File: src/rtl/vga_pkg.sv
// Shared VGA screen geometry and the encodings used by the block motion path.
package vga_pkg;

  localparam int SCREEN_W = 640;
  localparam int SCREEN_H = 480;

  // Direction code carried from the arbiter into the motion FSM.
  typedef enum logic [2:0] {
    DIR_NONE = 3'd0,
    DIR_C    = 3'd1,
    DIR_U    = 3'd2,
    DIR_D    = 3'd3,
    DIR_L    = 3'd4,
    DIR_R    = 3'd5
  } dir_t;

  // Motion FSM states.
  typedef enum logic [1:0] {
    ST_IDLE = 2'd0,
    ST_PEND = 2'd1,
    ST_HOLD = 2'd2
  } motion_state_t;

endpackage

File: src/rtl/block_motion_ctrl_debouncer.sv
// Two-flop synchronizer followed by a level debouncer for one raw push-button.
module button_debouncer #(
  parameter int DEBOUNCE_CYCLES = 250000
) (
  input  logic clk_25MHz,
  input  logic reset_n,
  input  logic raw,
  output logic level
);

  localparam int CW = (DEBOUNCE_CYCLES > 1) ? $clog2(DEBOUNCE_CYCLES) : 1;
  localparam logic [CW-1:0] CNT_LAST = CW'(DEBOUNCE_CYCLES - 1);

  logic          sync_a;
  logic          sync_b;
  logic [CW-1:0] count;

  // Bring the asynchronous button into the pixel clock domain.
  always_ff @(posedge clk_25MHz or negedge reset_n) begin
    if (!reset_n) begin
      sync_a <= 1'b0;
      sync_b <= 1'b0;
    end else begin
      sync_a <= raw;
      sync_b <= sync_a;
    end
  end

  // Accept the new level only after it has disagreed with the current one for a full window.
  always_ff @(posedge clk_25MHz or negedge reset_n) begin
    if (!reset_n) begin
      count <= '0;
      level <= 1'b0;
    end else if (sync_b == level) begin
      count <= '0;
    end else if (count == CNT_LAST) begin
      count <= '0;
      level <= sync_b;
    end else begin
      count <= count + CW'(1);
    end
  end

endmodule

File: src/rtl/block_motion_ctrl.sv
// Owns the moving block position: debounced buttons, fixed-priority arbiter,
// auto-repeat motion FSM and commits aligned to the start of vertical blanking.
module block_motion_ctrl
  import vga_pkg::*;
#(
  parameter int STEP            = 32,
  parameter int SCREEN_W        = vga_pkg::SCREEN_W,
  parameter int SCREEN_H        = vga_pkg::SCREEN_H,
  parameter int X_INIT          = 320,
  parameter int Y_INIT          = 0,
  parameter int DEBOUNCE_CYCLES = 250000,
  parameter int REPEAT_CYCLES   = 12500000
) (
  input  logic        clk_25MHz,
  input  logic        reset_n,
  input  logic        btnC,
  input  logic        btnU,
  input  logic        btnD,
  input  logic        btnL,
  input  logic        btnR,
  input  logic [10:0] hcount,
  input  logic [10:0] vcount,
  output logic [10:0] block_x,
  output logic [10:0] block_y,
  output logic        move_pulse,
  output logic        busy
);

  localparam logic [10:0] STEP_V   = 11'(STEP);
  localparam logic [10:0] W_V      = 11'(SCREEN_W);
  localparam logic [10:0] H_V      = 11'(SCREEN_H);
  localparam logic [10:0] X_INIT_V = 11'(X_INIT);
  localparam logic [10:0] Y_INIT_V = 11'(Y_INIT);
  localparam logic [23:0] REP_LAST = 24'(REPEAT_CYCLES - 1);
  localparam logic [23:0] REP_MAX  = 24'hFF_FFFF;

  logic db_c, db_u, db_d, db_l, db_r;

  button_debouncer #(.DEBOUNCE_CYCLES(DEBOUNCE_CYCLES)) u_deb_c (
    .clk_25MHz(clk_25MHz), .reset_n(reset_n), .raw(btnC), .level(db_c));
  button_debouncer #(.DEBOUNCE_CYCLES(DEBOUNCE_CYCLES)) u_deb_u (
    .clk_25MHz(clk_25MHz), .reset_n(reset_n), .raw(btnU), .level(db_u));
  button_debouncer #(.DEBOUNCE_CYCLES(DEBOUNCE_CYCLES)) u_deb_d (
    .clk_25MHz(clk_25MHz), .reset_n(reset_n), .raw(btnD), .level(db_d));
  button_debouncer #(.DEBOUNCE_CYCLES(DEBOUNCE_CYCLES)) u_deb_l (
    .clk_25MHz(clk_25MHz), .reset_n(reset_n), .raw(btnL), .level(db_l));
  button_debouncer #(.DEBOUNCE_CYCLES(DEBOUNCE_CYCLES)) u_deb_r (
    .clk_25MHz(clk_25MHz), .reset_n(reset_n), .raw(btnR), .level(db_r));

  dir_t          winner;
  dir_t          dir;
  dir_t          next_dir;
  motion_state_t state;
  motion_state_t next_state;
  logic          commit_point;
  logic          commit;
  logic [23:0]   rep_cnt;
  logic [10:0]   step_x;
  logic [10:0]   step_y;

  // Only one pixel per frame matches, so this also limits commits to one per frame.
  assign commit_point = (hcount == 11'd0) && (vcount == H_V);
  assign busy         = (state == ST_PEND);

  // Fixed priority C > U > D > L > R among the debounced levels.
  always_comb begin
    winner = DIR_NONE;
    if (db_c)      winner = DIR_C;
    else if (db_u) winner = DIR_U;
    else if (db_d) winner = DIR_D;
    else if (db_l) winner = DIR_L;
    else if (db_r) winner = DIR_R;
  end

  // Next-state logic: requests wait in PEND for the blanking commit point, HOLD handles auto-repeat.
  always_comb begin
    next_state = state;
    next_dir   = dir;
    commit     = 1'b0;
    case (state)
      ST_IDLE: begin
        if (winner != DIR_NONE) begin
          next_state = ST_PEND;
          next_dir   = winner;
        end
      end
      ST_PEND: begin
        if (winner == DIR_NONE) begin
          next_state = ST_IDLE;
        end else if (commit_point) begin
          commit     = 1'b1;
          next_state = ST_HOLD;
        end
      end
      ST_HOLD: begin
        if (winner == DIR_NONE) begin
          next_state = ST_IDLE;
        end else if (winner != dir) begin
          next_dir   = winner;
          next_state = ST_PEND;
        end else if (rep_cnt >= REP_LAST) begin
          next_state = ST_PEND;
        end
      end
      default: next_state = ST_IDLE;
    endcase
  end

  // State and latched direction registers.
  always_ff @(posedge clk_25MHz or negedge reset_n) begin
    if (!reset_n) begin
      state <= ST_IDLE;
      dir   <= DIR_NONE;
    end else begin
      state <= next_state;
      dir   <= next_dir;
    end
  end

  // Auto-repeat timer: restarts on each commit and saturates rather than wrapping.
  always_ff @(posedge clk_25MHz or negedge reset_n) begin
    if (!reset_n) begin
      rep_cnt <= '0;
    end else if (commit) begin
      rep_cnt <= '0;
    end else if (state == ST_HOLD && rep_cnt != REP_MAX) begin
      rep_cnt <= rep_cnt + 24'd1;
    end
  end

  // Candidate position for the latched direction, wrapping around the screen edges.
  always_comb begin
    step_x = block_x;
    step_y = block_y;
    case (dir)
      DIR_C: begin
        step_x = X_INIT_V;
        step_y = Y_INIT_V;
      end
      DIR_U: step_y = (block_y < STEP_V) ? (H_V - STEP_V) : (block_y - STEP_V);
      DIR_D: step_y = ((block_y + STEP_V) >= H_V) ? 11'd0 : (block_y + STEP_V);
      DIR_L: step_x = (block_x < STEP_V) ? (W_V - STEP_V) : (block_x - STEP_V);
      DIR_R: step_x = ((block_x + STEP_V) >= W_V) ? 11'd0 : (block_x + STEP_V);
      default: begin
        step_x = block_x;
        step_y = block_y;
      end
    endcase
  end

  // Position only changes together with the commit strobe so the draw path never sees a torn block.
  always_ff @(posedge clk_25MHz or negedge reset_n) begin
    if (!reset_n) begin
      block_x    <= X_INIT_V;
      block_y    <= Y_INIT_V;
      move_pulse <= 1'b0;
    end else begin
      move_pulse <= commit;
      if (commit) begin
        block_x <= step_x;
        block_y <= step_y;
      end
    end
  end

endmodule

File: config.mk
export PLATFORM = sky130hd
export DESIGN_NAME = block_motion_ctrl
export DESIGN_NICKNAME = d
export VERILOG_FILES = /design/src/rtl/vga_pkg.sv /design/src/rtl/block_motion_ctrl_debouncer.sv /design/src/rtl/block_motion_ctrl.sv
export SDC_FILE = /design/constraint.sdc
export NUM_CORES = 1
export LEC_CHECK = 0
export ABC_CLOCK_PERIOD_IN_PS = 2400
export BUFFER_PORTS_ARGS = -buffer_cell sky130_fd_sc_hd__buf_2
export CAP_MARGIN = 5
export CORE_MARGIN = 3
export CORE_UTILIZATION = 60
export DETAILED_ROUTE_END_ITERATION = 10
export GPL_TIMING_DRIVEN = 0
export PLACE_DENSITY_LB_ADDON = 0.12
export SETUP_SLACK_MARGIN = 0.05
export SYNTH_ARGS = -nofsm -noshare
export SYNTH_HDL_FRONTEND = slang
export SYNTH_SLANG_ARGS = --single-unit
export TNS_END_PERCENT = 100
File: constraint.sdc
create_clock -name clk_25MHz -period 2.4 [get_ports clk_25MHz]
set_input_delay 0.48 -clock clk_25MHz [delete_from_list [all_inputs] [get_ports clk_25MHz]]
set_output_delay 0.48 -clock clk_25MHz [all_outputs]
set_load 0.01 [all_outputs]
==> impl_results.md, run 1 <==
- Worst setup EP type: register
- Yosys top cell area share: 0.480
- DR WL/cell: 14.5 um
- Pin count of the biggest net entering global routing: 98
- Top_reg_cell synth: dfrtp_1
- Crit-path max cell delay: between 500 and 600 ps
- Max-slew violation count: 0
- Sw Ratio: 0.215
- CTS tree: yes
- # resized after CTS: 0
- R2r setup slk: around 190 ps
- Crit-path cells: or3_1 -> nor2_1 -> xnor2_1 -> nand3_1 -> a2111oi_1 -> o22ai_1
- Top delay family on crit path: simple AND/OR/NAND/NOR gates
- DR vias: about 5900
- Outcome: finished clean
- Yosys warns: 0
- Synth cell types: just over 60
- Dominant cells by area after synthesis: dfrtp_1 (48%), nor2_1 (6.9%), xor2_1 (6.5%)
- Number of global-route vias before repair: between 5000 and 6000
- Nets@finish: 910
- Placeable Area: approximately 0.012 mm2
- Pre-antenna DRT Iters: 7
- Hold-fix buffers, CTS: 0
- RR Startpoint: u_deb_c.level
- Setup Fix Bufs, Post-CTS: 0
- Die ar.: between 0.01 and 0.015 mm2
- Async set-reset flop share out of synthesis: 1.00
- Period minus WS final: ~2200 ps
- Overflow after GRT: 0
- # DRC: 0
- Post-synthesis sequential area ratio: 0.487
- Crit Path Max Fanout: 6
- Filler Cells Inserted: around 950
- Req. time, crit path: 2660 ps
- Die Span X: ~120 um
- Critical path destination: state[0]
- Boundary pin count: 53
- Final hold violations: 0
- Clk_skew: around 16 ps
- # Max-Cap Violations: 0
- Htree depth: 4
- Dpl hpwl: between 10 and 15 mm
- Final setup violation count: 0
- Share of post-route cells with drive strength above 1: 0.133
- Most frequent cell after synthesis: dfrtp_1
- Height of the die: about 120 um
- Cell area power density: between 600 and 700 mW/mm2
- Number of CTS-inserted buffers: 17
- Final WL: between 15 and 20 mm
- CP startpoint: u_deb_c.level
- Gate Count Post-Synth: approximately 800
- Mapped Avg Cell Area: 9.47 um2
- Max Clock Freq: 452 MHz
- CTS max path bufs: 2
- Relative slew slack: 0.611
- Hold crit path type: input port to async pin
- CP Data Arrival Time: 2470 ps
- Yosys top cell by area: dfrtp_1
- Drt initial violations: about 430
- Top post-synthesis cells by count: dfrtp_1 (145), nor2_1 (140), nand3_1 (68), xor2_1 (56), nand2_1 (53)
- R2r worst-path depth: 6
- Cell at the slowest stage of the critical path: a2111oi_1
- FF-to-FF End: state[0]
- GRT Util Overall: 0.225
- Slew at the pin closest to its max-slew limit: 583 ps
- Syn Std Cell Area: 0.00756 mm2
- Starting Density: 0.622
- Critical path type: register to register
- Clock transition at path regs: about 60 ps
- Antenna cell count: 0
- Startpoint types: register
- Leak: 3.75 nW
- #FFs+latches synth: 147
- Finished Core Util: 0.711
- Avg Vias per Cell: between 5 and 6
- Area Growth Syn to Fin: 14.4%
- Period utilisation layout: 0.921
- Pwr Total: 0.00539 W
- Clock power share: 0.500
- ANT nets after route: 0
- Core Rows: 40
- CTS sink count: roughly 150
- Post-synth EDFFs: 0
- Initial antenna violation count: 0
- First-pass GRT wire length: roughly 26 mm
- Peak VDD IR: around 0.00057 V
- Clock Latency Late Sink: 420 ps
- IO Port Bufs: between 40 and 50
- Worst Path Buf+Inv: 0
- Switching power: 0.00116 W
- Power Internal: between 0.004 and 0.005 W
- RePlAce Congestion: 0.893
- Unrepaired setup endpoints after global routing: false
- WP depth: 6
- Comb pwr share: 0.031
- Root Driver: clkbuf_16
- Sequential share of power: 0.469
==> state kept, by name (all words and copies together), names as in the netlist, 2 cells and up <==
register and flops:
block_x 6, u_deb_u.count 18, u_deb_l.count 18, u_deb_d.count 18
state 2, rep_cnt 24, block_y 6, dir 3
u_deb_c.count 18, u_deb_r.count 18
==> worst min path at each step <==
stage	slack (ps)	cells after the start	to	start
2_1_floorplan	180	0	block_x[10]	reset_n
4_1_cts	20	1	u_deb_c.count[9]	reset_n
3_3_place_gp	340	0	u_deb_l.sync_b	u_deb_l.sync_a
5_1_grt	30	1	rep_cnt[12]	reset_n
3_5_place_dp	340	0	u_deb_l.sync_b	u_deb_l.sync_a
6_report	6	1	u_deb_c.count[9]	reset_n
==> stage by stage <==
stage	instances	cell area (um2)	hold slack, ps	TNS (ps)	setup WS, ps
2_1_floorplan	808	7600	184	0	490
3_3_place_gp	1018	8020	338	-163850	-1140
3_5_place_dp	1019	8050	338	0	129
4_1_cts	1051	8650	20.2	0	95.7
5_1_grt	1051	8650	31.9	0	61.2
6_report	1051	8650	5.86	0	189
==> worst register-to-register path, stage by stage (launching register included) <==
cell	delay (ps)
dfrtp_1	480
or3_1	470
nor2_1	170
xnor2_1	130
nand3_1	100
a2111oi_1	540
o22ai_1	170
==> routing by layer <==
| metal | share of wire | global-route usage |
|---|---|---|
| met5 | 0 | 0 |
| met4 | 0.014 | 0.0689 |
| met3 | 0.040 | 0.0545 |
| met2 | 0.50 | 0.380 |
| met1 | 0.44 | 0.288 |
==> power by group through the flow <==
| stage | clock, W | combinational, W | sequential (W) |
|---|---|---|---|
| CTS | 0.00274 | 0.000173 | 0.00253 |
| global placement | 0 | 0.000156 | 0.00257 |
| detailed placement | 0 | 0.000170 | 0.00257 |
| floorplan | 0 | 0.0000759 | 0.00257 |
| global route | 0.00285 | 0.000192 | 0.00253 |
| finish | 0.00269 | 0.000169 | 0.00253 |
==> cells by family (layout without fill, tap and decap cells) <==
kind of cell / after synthesis / after routing / share of synthesized area
AO/OA/AOI/OAI: 79 / 79 / 0.0705
XOR/XNOR: 107 / 107 / 0.124
adder cells (fa/ha/maj): 11 / 11 / 0.0182
buffers and inverters: 53 / 128 / 0.0337
flip-flops: 147 / 147 / 0.487
multiplexers: 5 / 5 / 0.00744
other: 1 / 10 / 0.000496
AND/OR/NAND/NOR: 396 / 396 / 0.259
==> final cells by class <==
type                    instances  area, um2  share of cell area
clock buffers                  20        447              0.0516
repair buffers                 43        244              0.0282
well taps                     168        210              0.0243
multi-input cells             608       3660               0.423
clock inverters                12        151              0.0175
plain buffers                  30        169              0.0195
inverters                      23       86.3             0.00998
flip-flops and latches        147       3680               0.426
==> cell usage in the layout (no fill, tap or decap), types with 13 or more instances in the layout <==
master / count
xnor2_1: 51
nor4_1: 14
nand3_1: 68
nor2_1: 140
and3_1: 21
o21ai_0: 16
nand4_1: 17
nor3_1: 28
xor2_1: 56
inv_1: 23
a21oi_1: 22
or3_1: 13
buf_2: 53
clkbuf_16: 17
dfrtp_1: 145
nand2_1: 53
(Power assumes the default switching activity.)
==> run 2: changes to the inputs <==
--- a/config.mk
+++ b/config.mk
@@ -5,6 +5,7 @@
 export SDC_FILE = /design/constraint.sdc
 export NUM_CORES = 1
 export LEC_CHECK = 0
+export ABC_AREA = 1
 export ABC_CLOCK_PERIOD_IN_PS = 2400
 export BUFFER_PORTS_ARGS = -buffer_cell sky130_fd_sc_hd__buf_2
 export CAP_MARGIN = 5
==> impl_results.md, run 2 <==
- DR WL/cell: ~13 um
- Final WL: about 19 mm
- Req. time, crit path: between 2000 and 3000 ps
- Cell area after layout: just under 0.01 mm2
- DR vias: roughly 7600
- Yosys top cell area share: 0.421
- Number of global-route vias before repair: about 7300
- Max reg flops: 24
- Top post-synthesis cells by count: nand2_1 (280), nor2_1 (222), inv_1 (167), dfrtp_1 (145), nand3_1 (82)
- Unrepaired setup endpoints after global routing: false
- Yosys top cell by area: dfrtp_1
- Clock transition at path regs: ~60 ps
- Starting Density: 0.617
- CTS sink count: approximately 150
- Placed cell areas: around 0.009 mm2
- Slew at the pin closest to its max-slew limit: 629 ps
- # resized after CTS: 0
- Period minus WS final: ~2100 ps
- Reg area: 0.00368 mm2
- Height of the die: about 130 um
- Drt initial violations: 595
- Reg with most FFs: rep_cnt
- CTS tree: yes
- Avg Vias per Cell: 5.25
- Final hold violations: 0
- Mapped Avg Cell Area: 7.25 um2
- Pin count of the biggest net entering global routing: between 80 and 90
- IO Port Bufs: 42
- Boundary pin count: 53
- Dpl hpwl: between 10 and 15 mm
- Pwr Total: roughly 0.0056 W
- Critical path type: register to register
- Nets@finish: about 1300
- Post-synth EDFFs: 0
- Synth cell types: 43
- Initial antenna violation count: 0
- Outcome: finished clean
- Top_reg_cell synth: dfrtp_1
- Die Span X: between 100 and 150 um
- Leak: around 4.7 nW
- Cell at the slowest stage of the critical path: dfrtp_1
- Peak VDD IR: between 0.0005 and 0.0006 V
- Clock Latency Late Sink: 430 ps
- Dominant cells by area after synthesis: dfrtp_1 (42%), nand2_1 (12%), nor2_1 (9.7%)
- Most frequent cells in the layout: nand2_1 (280), nor2_1 (222), inv_1 (167)
- CP Data Arrival Time: about 2500 ps
- Syn Std Cell Area: roughly 0.0086 mm2
- Crit-path cells: ha_1 -> nand2_2 -> nor2_2 -> nand2_4 -> nor2_8 -> a21boi_2 -> buf_2 -> nand2_1 -> a21oi_1
- Setup Fix Bufs, Post-CTS: 0
- Max Clock Freq: about 470 MHz
- Relative slew slack: 0.581
- Placeable Area: 0.0140 mm2
- Antenna cell count: 0
- Final setup violation count: 0
- Most frequent cell after synthesis: nand2_1
- Max-slew violation count: 0
- Filler Cells Inserted: ~1200
- Area Growth Syn to Fin: 13.2%
- Setup TNS: 0 ps
- Period utilisation layout: 0.887
- Top delay family on crit path: compound AO/OA/AOI/OAI gates
- Worst Path Buf+Inv: 1
- Yosys warns: 0
- Post-synthesis sequential area ratio: 0.427
- Clk_skew: between 6 and 7 ps
- Multi-input logic area: between 0.004 and 0.005 mm2
- Worst setup EP type: register
- Share of post-route cells with drive strength above 1: 0.0903
- Hold crit path type: input port to async pin
- Htree depth: 4
- Crit-path max cell delay: 450 ps
- Hold-fix buffers, CTS: 0
- Overflow after GRT: 0
- Leading cell type in the layout, fill and taps excluded: nand2_1
- RePlAce Congestion: slightly above 0.9
- GRT Util Overall: 0.250
- Root Driver: clkbuf_16
- Gate Count Post-Synth: roughly 1200
- Number of CTS-inserted buffers: 17
- Core Rows: 43
- Pre-antenna DRT Iters: 5
- # Max-Cap Violations: 0
- First-pass GRT wire length: roughly 33 mm
- Startpoint types: register
- Cell area power density: 576 mW/mm2
- CTS max path bufs: 2
- ANT nets after route: 0
- Crit Path Max Fanout: 10
- # DRC: 0
- #FFs+latches synth: 147
- Die ar.: 0.0158 mm2
- Async set-reset flop share out of synthesis: 1.00
==> run 2: changes by cell type after synthesis, moves of 13 or more <==
cell	previous run	this run
or3_1	13	0
inv_1	23	167
and3_1	21	1
nand2_1	53	280
nor3_1	28	60
nor2_1	140	222
nand3_1	68	82
xnor2_1	51	10
nand4_1	17	35
==> run 2: stage by stage <==
| stage | std cells | utilization | setup WS (ps) | hold WS (ps) |
|---|---|---|---|---|
| finish | 1453 | 0.698 | 271 | 43.2 |
| global route | 1453 | 0.698 | 180 | 85.3 |
| CTS | 1453 | 0.698 | 308 | 73.8 |
| detailed placement | 1422 | 0.653 | 339 | 336 |
| global placement | 1421 | 0.650 | -1270 | 334 |
| floorplan | 1199 | - | 731 | 184 |
==> run 2: per-layer routing <==
layer  vias to the layer above  routed length, um  track usage
met5                         -                  0            0
met4                         0                373       0.0890
met3                        31                808       0.0509
met2                       158               8770        0.403
met1                      3538               9010        0.337
li1                       3900                  -            -
==> run 2: kinds of logic after synthesis <==
group                      after synthesis  share of synthesized area
adders and majority gates               11                     0.0160
buffers and inverters                  184                     0.0865
and+or+nand+nor                        725                      0.369
AOI/OAI and AO/OA                       62                     0.0402
xor gates and xnor gates                60                     0.0609
other                                    1                   0.000435
DFF                                    147                      0.427
==> run 2: cell type report <==
type                       instances  area share
tap                              180      0.0231
clock inverter                    11      0.0187
sequential                       147       0.377
buffer                            16      0.0118
inverter                         168      0.0646
clock buffer                      20      0.0468
multi-input combinational        868       0.433
timing repair buffer              43      0.0250
==> run 2: final timing paths <==
| check | from | to | slack, ps | cells past startpoint |
|---|---|---|---|---|
| max in group asynchronous | reset_n | rep_cnt[18] | 1560 | 2 |
| setup / recovery | rep_cnt[0] | rep_cnt[4] | 270 | 9 |
| min in group clk_25MHz | btnU | u_deb_u.sync_a | 160 | 1 |
| hold / removal | reset_n | u_deb_r.count[10] | 40 | 1 |
| setup reg to reg | rep_cnt[0] | rep_cnt[4] | 270 | 9 |
| hold reg to reg | u_deb_r.sync_a | u_deb_r.sync_b | 350 | 0 |
==> run 2: where the power goes <==
part / internal, W / total, W / leakage (nW) / switching (W)
Sequential: 0.00251 / 0.00253 / 2.00 / 0.0000213
Combinational: 0.0000599 / 0.000187 / 2.37 / 0.000127
Clock: 0.00188 / 0.00291 / 0.315 / 0.00102
==> run 3: changes to the inputs <==
--- a/config.mk
+++ b/config.mk
@@ -9,8 +9,10 @@
 export ABC_CLOCK_PERIOD_IN_PS = 2400
 export BUFFER_PORTS_ARGS = -buffer_cell sky130_fd_sc_hd__buf_2
 export CAP_MARGIN = 5
+export CELL_PAD_IN_SITES_DETAIL_PLACEMENT = 2
+export CELL_PAD_IN_SITES_GLOBAL_PLACEMENT = 2
 export CORE_MARGIN = 3
-export CORE_UTILIZATION = 60
+export CORE_UTILIZATION = 36
 export DETAILED_ROUTE_END_ITERATION = 10
 export GPL_TIMING_DRIVEN = 0
 export PLACE_DENSITY_LB_ADDON = 0.12
==> impl_results.md, run 3 (synthesized netlist as in run 2, its figures left out) <==
- Outcome: finished clean
- Avg Vias per Cell: a little under 5
- First-pass GRT wire length: 44.9 mm
- Final WL: approximately 26 mm
- Area Growth Syn to Fin: 14.7%
- Number of CTS-inserted buffers: 17
- Sw Ratio: 0.248
- Unrepaired setup endpoints after global routing: false
- Starting Density: 0.366
- # DRC: 0
- Hold crit path type: input port to async pin
- CTS max path bufs: 2
- Placed Instances: approximately 1600
- Leak: between 4 and 5 nW
- Critical path type: register to register
- Req. time, crit path: ~2700 ps
- Max-slew violation count: 0
- Relative slew slack: 0.410
- Crit Path Max Fanout: 10
- Final setup violation count: 0
- CTS tree: yes
- Placeable Area: ~0.024 mm2
- # Max-Cap Violations: 0
- Core Rows: 56
- Filler Cells Inserted: between 2000 and 3000
- CTS sink count: 147
- Dpl hpwl: about 19 mm
- Reg with most FFs: rep_cnt
- Final hold violations: 0
- Pwr Total: approximately 0.0054 W
- Final hold slack: 143 ps
- Die ar.: roughly 0.026 mm2
- IO Port Bufs: 42
- Overflow after GRT: 0
- Die Span X: ~160 um
- Cell area power density: approximately 550 mW/mm2
- Share of post-route cells with drive strength above 1: 0.0942
- Drt initial violations: roughly 320
- Leading cell type in the layout, fill and taps excluded: nand2_1
- Clk_skew: ~17 ps
- Sequential share of power: 0.469
- Number of global-route vias before repair: approximately 9000
- Nets@finish: between 1000 and 1500
- Antenna cell count: 0
- Period minus WS final: between 2000 and 2500 ps
- Max reg flops: 24
- Period utilisation layout: 0.894
- Hold-fix buffers, CTS: 0
- Startpoint types: register
- Most frequent cells in the layout: nand2_1 (279), nor2_1 (222), inv_1 (167)
- Height of the die: roughly 160 um
- Placed cell areas: between 0.009 and 0.01 mm2
- Worst setup EP type: register
- Root Driver: clkbuf_16
- Pre-antenna DRT Iters: 4
- Pin count of the biggest net entering global routing: 95
- Non-Filler Instances: roughly 1600
- Max Clock Freq: approximately 470 MHz
- ANT nets after route: 0
- Clock Latency Late Sink: roughly 430 ps
- CP Data Arrival Time: ~2500 ps
- Reg area: between 0.003 and 0.004 mm2
- GRT Util Overall: 0.211
- Peak VDD IR: a little over 0.0003 V
- Cell area after layout: between 0.009 and 0.01 mm2
- Initial antenna violation count: 0
- DR vias: 7902
- Htree depth: 4
- Multi-input logic area: around 0.0042 mm2
- RePlAce Congestion: 0.808
- Slew at the pin closest to its max-slew limit: 885 ps
- Clock power share: 0.494
- Boundary pin count: 53
- Power Internal: just over 0.004 W
- Switching power: ~0.0013 W
- DR WL/cell: ~16 um
- Clock transition at path regs: 70 ps
- Comb pwr share: 0.037
run 3: what timing repair did:
action                                  4_1_cts  5_1_grt
endpoints found under the setup margin        0        9
buffers inserted                              0        0
resized for setup                             0        3
hold endpoints to repair                      0        0
run 3: final timing paths:
path,endpoint,startpoint,cells after the start,slack (ps)
hold / removal,u_deb_d.count[15],reset_n,1,140
setup reg to reg,rep_cnt[15],rep_cnt[0],9,260
min in group clk_25MHz,u_deb_d.sync_a,btnD,1,150
setup / recovery,rep_cnt[15],rep_cnt[0],9,260
max in group asynchronous,rep_cnt[0],reset_n,2,1450
hold reg to reg,u_deb_u.sync_b,u_deb_u.sync_a,0,350
run 3: routing by layer:
metal	global-route usage	wire, um	up-vias
met3	0.0322	499	22
met5	0	0	-
met1	0.265	11900	3928
met4	0.0532	398	0
met2	0.378	13000	74
li1	-	-	3878
run 3: worst max-delay path: stages (launching register included):
cell and delay [ps]:
dfrtp_1 440, ha_1 330, nand2_2 90, nor2_2 60
nand2_4 140, nor2_8 60, a21boi_2 330, buf_2 350
nand3_1 120, o21ai_0 120
run 3: area by class of cell:
cell class                 instances  area share
buffer                            16      0.0116
inverter                         168      0.0638
sequential                       147       0.372
timing repair buffer              43      0.0247
clock buffer                      19      0.0458
multi-input combinational        868       0.429
clock inverter                    13      0.0125
tap                              319      0.0404
run 3: through the flow:
stage | util | setup TNS (ps) | worst slack [ps]
final | 0.420 | 0 | 255
after global routing | 0.420 | 0 | 81.1
after CTS | 0.420 | 0 | 122
after detailed placement | 0.395 | 0 | 97.4
after global placement | 0.394 | -217200 | -1510
after floorplan | - | 0 | 731
run 3: power by group through the flow:
stage	clock [W]	sequential (W)	combinational, W
floorplan	0	0.00257	0.0000869
global placement	0	0.00257	0.000187
detailed placement	0	0.00258	0.000200
CTS	0.00274	0.00253	0.000207
global route	0.00284	0.00253	0.000234
finish	0.00267	0.00253	0.000200
